`src/rtl/mash_pkg.sv`:
```
// Shared constants and helpers for the parametrised MASH delta-sigma modulator.
package mash_pkg;

   localparam int ORDER_MIN = 1;
   localparam int ORDER_MAX = 4;
   localparam int WIDTH_MIN = 8;
   localparam int WIDTH_MAX = 32;

   // Dither generator: x^15 + x^14 + 1, taps on bits 14 and 13.
   localparam int                LFSR_W    = 15;
   localparam logic [LFSR_W-1:0] LFSR_SEED = 15'h0001;
   localparam logic [LFSR_W-1:0] LFSR_TAPS = 15'h6000;

   // Output spans -(2^(order-1)-1) .. 2^(order-1), which needs order+1 signed bits.
   function automatic int out_width(input int order);
      return order + 1;
   endfunction

endpackage

```
`src/rtl/mash_acc.sv`:
```
// One first-order stage of the MASH cascade: WIDTH-bit accumulator that wraps
// modulo 2^WIDTH, with the overflow captured in a registered carry bit.
module mash_acc #(
   parameter int WIDTH = 24
) (
   input  logic             clk,
   input  logic             rst_n,
   input  logic             en,
   input  logic             clr,
   input  logic [WIDTH-1:0] src,
   input  logic             cin,
   output logic [WIDTH-1:0] acc,
   output logic             carry
);

   logic [WIDTH:0] sum;

   assign sum = {1'b0, acc} + {1'b0, src} + {{WIDTH{1'b0}}, cin};

   // NOTE: clocked state uses <= so every stage samples its neighbours' old values.
   always_ff @(posedge clk or negedge rst_n) begin
      if (!rst_n) begin
         acc   <= '0;
         carry <= 1'b0;
      end else if (clr) begin
         acc   <= '0;
         carry <= 1'b0;
      end else if (en) begin
         {carry, acc} <= sum;
      end
   end

endmodule

```
`src/rtl/mash_nth.sv`:
```
// MASH 1-1-..-1 delta-sigma modulator of ORDER stages with aligned carries and
// nested noise cancellation. Optional dither LFSR when MASH_DITHER_EN is defined.
module mash_nth
   import mash_pkg::*;
#(
   parameter int WIDTH = 24,
   parameter int ORDER = 3,
   parameter int OUT_W = out_width(ORDER)
) (
   input  logic                    clk,
   input  logic                    rst_n,
   input  logic                    en_i,
   input  logic                    clr_i,
   input  logic                    frac_vld_i,
   input  logic [WIDTH-1:0]        x_i,
   output logic signed [OUT_W-1:0] y_o,
   output logic [WIDTH-1:0]        e_o
);

   logic [WIDTH-1:0]        x_q;
   logic [WIDTH-1:0]        acc     [ORDER];
   logic [ORDER-1:0]        carry;
   logic [ORDER-1:0]        aligned;
   logic                    dither;
   logic signed [OUT_W-1:0] d       [ORDER];
   logic signed [OUT_W-1:0] d_q     [ORDER];

   // The frequency word is retuned regardless of enable or clear.
   always_ff @(posedge clk or negedge rst_n) begin
      if (!rst_n) begin
         x_q <= '0;
      end else if (frac_vld_i) begin
         x_q <= x_i;
      end
   end

`ifdef MASH_DITHER_EN
   logic [LFSR_W-1:0] lfsr;

   always_ff @(posedge clk or negedge rst_n) begin
      if (!rst_n) begin
         lfsr <= LFSR_SEED;
      end else if (clr_i) begin
         lfsr <= LFSR_SEED;
      end else if (en_i) begin
         lfsr <= {lfsr[LFSR_W-2:0], ^(lfsr & LFSR_TAPS)};
      end
   end

   assign dither = lfsr[0];
`else
   assign dither = 1'b0;
`endif

   for (genvar k = 0; k < ORDER; k++) begin : g_stage
      localparam int DLY = ORDER - 1 - k;
      logic [WIDTH-1:0] src;
      logic             cin;

      if (k == 0) begin : g_head
         assign src = x_q;
         assign cin = dither;
      end else begin : g_tail
         assign src = acc[k-1];
         assign cin = 1'b0;
      end

      mash_acc #(.WIDTH(WIDTH)) u_acc (
         .clk   (clk),
         .rst_n (rst_n),
         .en    (en_i),
         .clr   (clr_i),
         .src   (src),
         .cin   (cin),
         .acc   (acc[k]),
         .carry (carry[k])
      );

      // Earlier stages see the input sooner, so their carries wait to line up
      // with the last stage's carry.
      if (DLY == 0) begin : g_nodly
         assign aligned[k] = carry[k];
      end else begin : g_dly
         logic [DLY-1:0] dly;

         always_ff @(posedge clk or negedge rst_n) begin
            if (!rst_n) begin
               dly <= '0;
            end else if (clr_i) begin
               dly <= '0;
            end else if (en_i) begin
               dly[0] <= carry[k];
               for (int j = 1; j < DLY; j++) begin
                  dly[j] <= dly[j-1];
               end
            end
         end

         assign aligned[k] = dly[DLY-1];
      end
   end

   // d[k] = aligned[k] + (1 - z^-1) d[k+1], innermost level first.
   // NOTE: every d entry gets a default before the loop, so no latch can form.
   always_comb begin
      for (int k = 0; k < ORDER; k++) begin
         d[k] = '0;
      end
      d[ORDER-1] = signed'(OUT_W'(aligned[ORDER-1]));
      for (int k = ORDER - 2; k >= 0; k--) begin
         d[k] = signed'(OUT_W'(aligned[k])) + d[k+1] - d_q[k+1];
      end
   end

   // d_q[k] holds the previous d[k]; d_q[0] doubles as the output register.
   // NOTE: this small register array is reset entry by entry, unlike a RAM.
   always_ff @(posedge clk or negedge rst_n) begin
      if (!rst_n) begin
         for (int k = 0; k < ORDER; k++) begin
            d_q[k] <= '0;
         end
      end else if (clr_i) begin
         for (int k = 0; k < ORDER; k++) begin
            d_q[k] <= '0;
         end
      end else if (en_i) begin
         for (int k = 0; k < ORDER; k++) begin
            d_q[k] <= d[k];
         end
      end
   end

   assign y_o = d_q[0];
   assign e_o = acc[ORDER-1];

endmodule

```
`config.mk`:
```
export PLATFORM = sky130hd
export DESIGN_NAME = mash_nth
export DESIGN_NICKNAME = d
export VERILOG_FILES = /design/src/rtl/mash_pkg.sv /design/src/rtl/mash_acc.sv /design/src/rtl/mash_nth.sv
export SDC_FILE = /design/constraint.sdc
export NUM_CORES = 1
export LEC_CHECK = 0
export ABC_AREA = 0
export BUFFER_PORTS_ARGS = -buffer_cell sky130_fd_sc_hd__clkbuf_2
export CAP_MARGIN = 20
export CORE_AREA = 2 2 117 119
export CTS_CLUSTER_DIAMETER = 120
export DETAILED_ROUTE_END_ITERATION = 8
export DIE_AREA = 0 0 119 121
export PLACE_DENSITY = 0.8
export SLEW_MARGIN = 5
export SYNTH_ARGS = -nofsm -noshare
export SYNTH_HDL_FRONTEND = slang
export SYNTH_SLANG_ARGS = --single-unit
```
`constraint.sdc`:
```
create_clock -name clk -period 8 [get_ports clk]
set_clock_uncertainty 0.15 [all_clocks]
set_input_delay 1.2 -clock clk [delete_from_list [all_inputs] [get_ports clk]]
set_output_delay 1.2 -clock clk [all_outputs]
set_load 0.1 [all_outputs]
```
## Word-level counts from Yosys, hierarchy flattened

Cells that the tools add are included.

- Bits in registers: 114
- Input port bits: 29
- Output and inout port bits: 28
- Logic and storage cells: 38

- Add/sub/neg operators: 7
- Mux-type cells: 18
- Reductions and logical operators: 1

Operator list:

| kind | count |
|---|---|
| $mux W24 | 6 |
| $add A24 B24 Y25 | 3 |
| $mux W12 | 2 |
| $mux W1 | 8 |
| $add A2 B4 Y4 | 1 |
| $mux W2 | 2 |
| $sub A3 B4 Y4 | 1 |
| $sub A4 B4 Y4 | 1 |
| $add A1 B1 Y2 | 1 |
| $reduce_bool A2 Y1 | 1 |

## Longest topological paths before layout

- Depth in word-level cells: 6
- Gate-level depth with buffers: 11
- Depth with buffers taken out: 11

## Hierarchy

From an unflattened synthesis, not the netlist that was laid out.

- Cells, all modules: 966
- Area total of the unflattened synthesis: 8863.5 um^2

Modules (own cells, without submodules):

| module | times used | cells each | area an instance (um^2) | sequential area each (um^2) |
|---|---|---|---|---|
| mash_acc (g_stage[0].u_acc ...) | 2 | 294 | 2421.1 | 625.6 |
| mash_acc (g_stage[2].u_acc) | 1 | 261 | 2353.5 | 625.6 |
| mash_nth | 1 | 117 | 1667.8 | 875.8 |

## Worst setup path before layout

OpenSTA, ideal clock, no wires.

- Path type: register to register
- From: reg g_stage[2].u_acc.acc[0]
- To: reg g_stage[2].u_acc.acc[22]
- Setup time: 0.124 ns
- Arrival: 2.921 ns
- Required time: 7.726 ns
- Setup slack: 4.805 ns
- Cell stages (with the launch flop): 11
- Path buffers: 0
- Period minus slack after synthesis: 3.195 ns
- Cell sequence: dfrtp_1 ha_1 fa_1 a211oi_1 o21bai_1 o21ai_1 a21oi_1 a211o_1 a21oi_1 nor3_1 a211o_1

- Cells in the longest elaborated chain, start to end: 3

RTL lines:

| what | RTL line | source |
|---|---|---|
| start: declaration | mash_acc.sv:12 | `output logic [WIDTH-1:0] acc,` |
| start signal: assignment | mash_acc.sv:29 | `{carry, acc} <= sum;` |
| $add A24 B24 Y25 | mash_acc.sv:18 | `assign sum = {1'b0, acc} + {1'b0, src} + {{WIDTH{1'b0}}, cin};` |
| $mux W24 | mash_acc.sv:28 | `end else if (en) begin` |
| $mux W24 | mash_acc.sv:25 | `end else if (clr) begin` |

No other way between the ends. The select of a mux whose other input is x is not followed.
A chain may end at the register's enable or synchronous reset.

## Worst setup path after layout

- From: reg g_stage[0].u_acc.acc[0]
- To: reg g_stage[1].u_acc.acc[22]

- Cells in the longest elaborated chain, start to end: 3

RTL lines:

| what | RTL line |
|---|---|
| start: declaration | mash_acc.sv:12 |
| start signal: assignment | mash_acc.sv:29 |
| $add A24 B24 Y25 | mash_acc.sv:18 |
| $mux W24 | mash_acc.sv:28 |
| $mux W24 | mash_acc.sv:25 |
| end signal: assignment | mash_acc.sv:29 |
| end: declaration | mash_acc.sv:12 |

No other way between the ends. The select of a mux whose other input is x is not followed.

==> metrics.md <==
| Metric | Value |
|---|---|
| Initial Utilization | `0.594` |
| Post-route clock period utilization | `0.396` |
| CTS tree | `built` |
| Average cell area after synthesis | `9.45 sq um` |
| WP data arrival | `3.27 ns` |
| Final Max Tran Viols | `0` |
| Crit path cell chain | `ha_1, fa_1, a21o_1, a21boi_2, o22ai_2, a2111oi_4, o31ai_2, nor4b_4, or3_1, a32o_1` |
| Gr usage total | `0.248` |
| Slowest CP cell | `fa_1` |
| Critical path endpoint category | `flop` |
| PwrDens | `229 nW/um^2` |
| Std cell rows | `42` |
| Dpl hpwl | `12400 um` |
| Post-Syn Instances | `823` |
| Max cap viols | `0` |
| Lkg Pwr | `4.24 nW` |
| Int Power | `0.00118 W` |
| Fmax | `315 MHz` |
| Initial antenna violation count | `0` |
| Status | `completed` |
| Hold-fix buffers, CTS | `0` |
| Clock Sinks | `110` |
| Core box area | `13100 sq um` |
| Vias in the first global route | `6091` |
| Synth Flop Type | `dfrtp_1` |
| Synth top area share | `0.354` |
| Final setup violation count | `0` |
| Largest net degree at the start of global routing | `70` |
| Vias per cell | `6.03` |
| Clock-pin transition on the worst setup and hold timing paths | `0.07 ns` |
| Slowest Stage Delay on Critical Path | `0.42 ns` |
| Layout area overhead | `8.84%` |
| Sequential power share | `0.364` |
| Min cycle time layout | `3.17 ns` |
| DRC viols | `0` |
| Root Driver | `clkbuf_16` |
| NumNets Final | `971` |
| Synth cell count leaders | `dfrtp_1, nor2_1, ha_1` |
| Antenna Cells | `0` |
| Drt initial violations | `554` |
| Max transition margin | `0.318` |
| Gate power share | `0.399` |
| Register area share after synthesis | `0.354` |
| Antenna Nets Post-Route | `0` |
| NetSw | `0.000759 W` |
| Gr ovfl total | `0` |
| Synth Warn # | `0` |
| Synth area leader | `dfrtp_1` |
| Post-CTS Resized | `0` |
| Number of post-CTS setup repair buffers | `0` |
| Num CTS Buffers | `9` |
| #FFs+latches synth | `110` |
| VDD IR-drop max | `0.106 mV` |
| Port bufs | `56` |
| Cell Area, Synth | `7770 sq um` |
| I/O pins | `57` |
| Required time of the critical path | `8.10 ns` |
| Layout cell share with drive strength beyond 1 | `0.123` |
| Worst-Skew Late Latency | `0.36 ns` |
| RSZ-0062 raised after global routing | `false` |
| Most common cell in the netlist | `dfrtp_1` |
| Max Buffers Root-to-Sink | `2` |
| Routability cong. | `0.941` |
| Least-Margin Pin Slew | `1.02 ns` |
| Detailed-route via count | `6261` |
| Fin util | `0.647` |
| Post-synth EDFFs | `0` |
| DIE WIDTH | `119 um` |
| Chip Height | `121 um` |
| Post-Syn Nets | `937` |
| Die area | `14400 sq um` |
| Setup TNS Final | `0 ns` |
| Fin. Hold Viols | `0` |
| Total Wirelength | `16900 um` |
| Element type at the critical path start | `flop` |
| WL per Instance | `16.3 um` |
| 1st-pass router iterations | `6` |
| Switching Fraction | `0.392` |
| Asr flop ratio synth | `1.00` |
| Clock share of power | `0.237` |
| Hold WC Path Type | `flop to flop` |
| WS Path Type | `flop to flop` |
| First-pass GRT wire length | `29300 um` |
| Netlist cell types | `59` |
| CTS HTree Levels | `3` |
| Crit path max fanout | `5` |
| Ranking of synthesized cells by area | `dfrtp_1, ha_1, mux2i_1` |
-- metrics by stage --
step                std cells  worst slack, ns  total power (W)  hold slack [ns]  instance area [sq um]
global route             1038             4.66          0.00206            0.384                   8460
floorplan                 823             4.81          0.00131            0.329                   7770
finish                   1038             4.83          0.00194            0.365                   8460
global placement         1022             4.57          0.00145            0.349                   8160
detailed placement       1022             4.48          0.00147            0.353                   8160
CTS                      1038             4.84          0.00194            0.369                   8460
-- routing by layer --
layer	wire, um	GRT usage
met1	7890	0.332
met4	379	0.0952
met3	629	0.0291
met2	8010	0.414
met5	0	0
-- worst max-delay path: cells and delay by family, from the launching register on --
kind | cells | cell delay (ns)
AOI/OAI and AO/OA | 6 | 1.31
DFF | 1 | 0.41
adders and majority gates | 2 | 0.68
and+or+nand+nor | 2 | 0.51
-- placed cells by master, fill, tap and decap left out, drive strengths merged, types with 6 or more instances in the layout --
cell / count
and3: 10
a211o: 6
o21a: 6
nand4: 8
dfrtp: 110
xor2: 21
nand3: 13
a21o: 30
a31oi: 11
nand2b: 8
clkbuf: 67
nor3: 11
ha: 81
buf: 6
mux2: 24
nor2b: 7
o21bai: 9
mux2i: 43
nand2: 56
o21ai: 64
nor2: 86
inv: 19
xnor2: 36
a21oi: 55
a211oi: 20
-- registers in the layout (all words and copies together) (netlist names) --
name,count
g_stage.u_acc.carry,3
g_stage.src,24
g_stage.u_acc.acc,72
g_stage.g_dly.dly,3
d_q,4
y_o,4
-- logic make-up after synthesis --
logic type,synth area share
buffers and inverters,0.0290
adder cells (fa/ha/maj),0.141
AND/OR/NAND/NOR,0.126
multiplexers,0.0901
XOR/XNOR,0.0642
flip-flops,0.354
AO/OA/AOI/OAI,0.196
-- final timing paths --
check | start | endpoint | slack [ns] | cells after the start
worst max-delay path | g_stage[0].u_acc.acc[0] | g_stage[1].u_acc.acc[22] | 4.83 | 10
worst min-delay path | g_stage[0].src[16] | g_stage[0].src[16] | 0.37 | 1
worst max register to register | g_stage[0].u_acc.acc[0] | g_stage[1].u_acc.acc[22] | 4.83 | 10
worst min register to register | g_stage[0].src[16] | g_stage[0].src[16] | 0.37 | 1
max in group asynchronous | rst_n | g_stage[2].u_acc.acc[23] | 5.81 | 2
min in group asynchronous | rst_n | g_stage[0].src[1] | 0.70 | 1
-- cell type report --
class	count	area, sq um
Timing Repair Buffer	60	315
Clock inverter	3	42.5
Tap cell	176	220
Clock buffer	13	260
Multi-Input combinational cell	657	4800
Fill cell	1071	4620
Sequential cell	110	2750
Inverter	19	71.3
-- power by group through the flow --
| stage | clock, W | sequential (W) | combinational [W] |
|---|---|---|---|
| final | 0.000459 | 0.000705 | 0.000772 |
| after global routing | 0.000492 | 0.000714 | 0.000854 |
| after CTS | 0.000470 | 0.000703 | 0.000768 |
| after detailed placement | 0 | 0.000713 | 0.000760 |
| after global placement | 0 | 0.000709 | 0.000741 |
| after floorplan | 0 | 0.000766 | 0.000542 |
(Power assumes the default switching activity.)
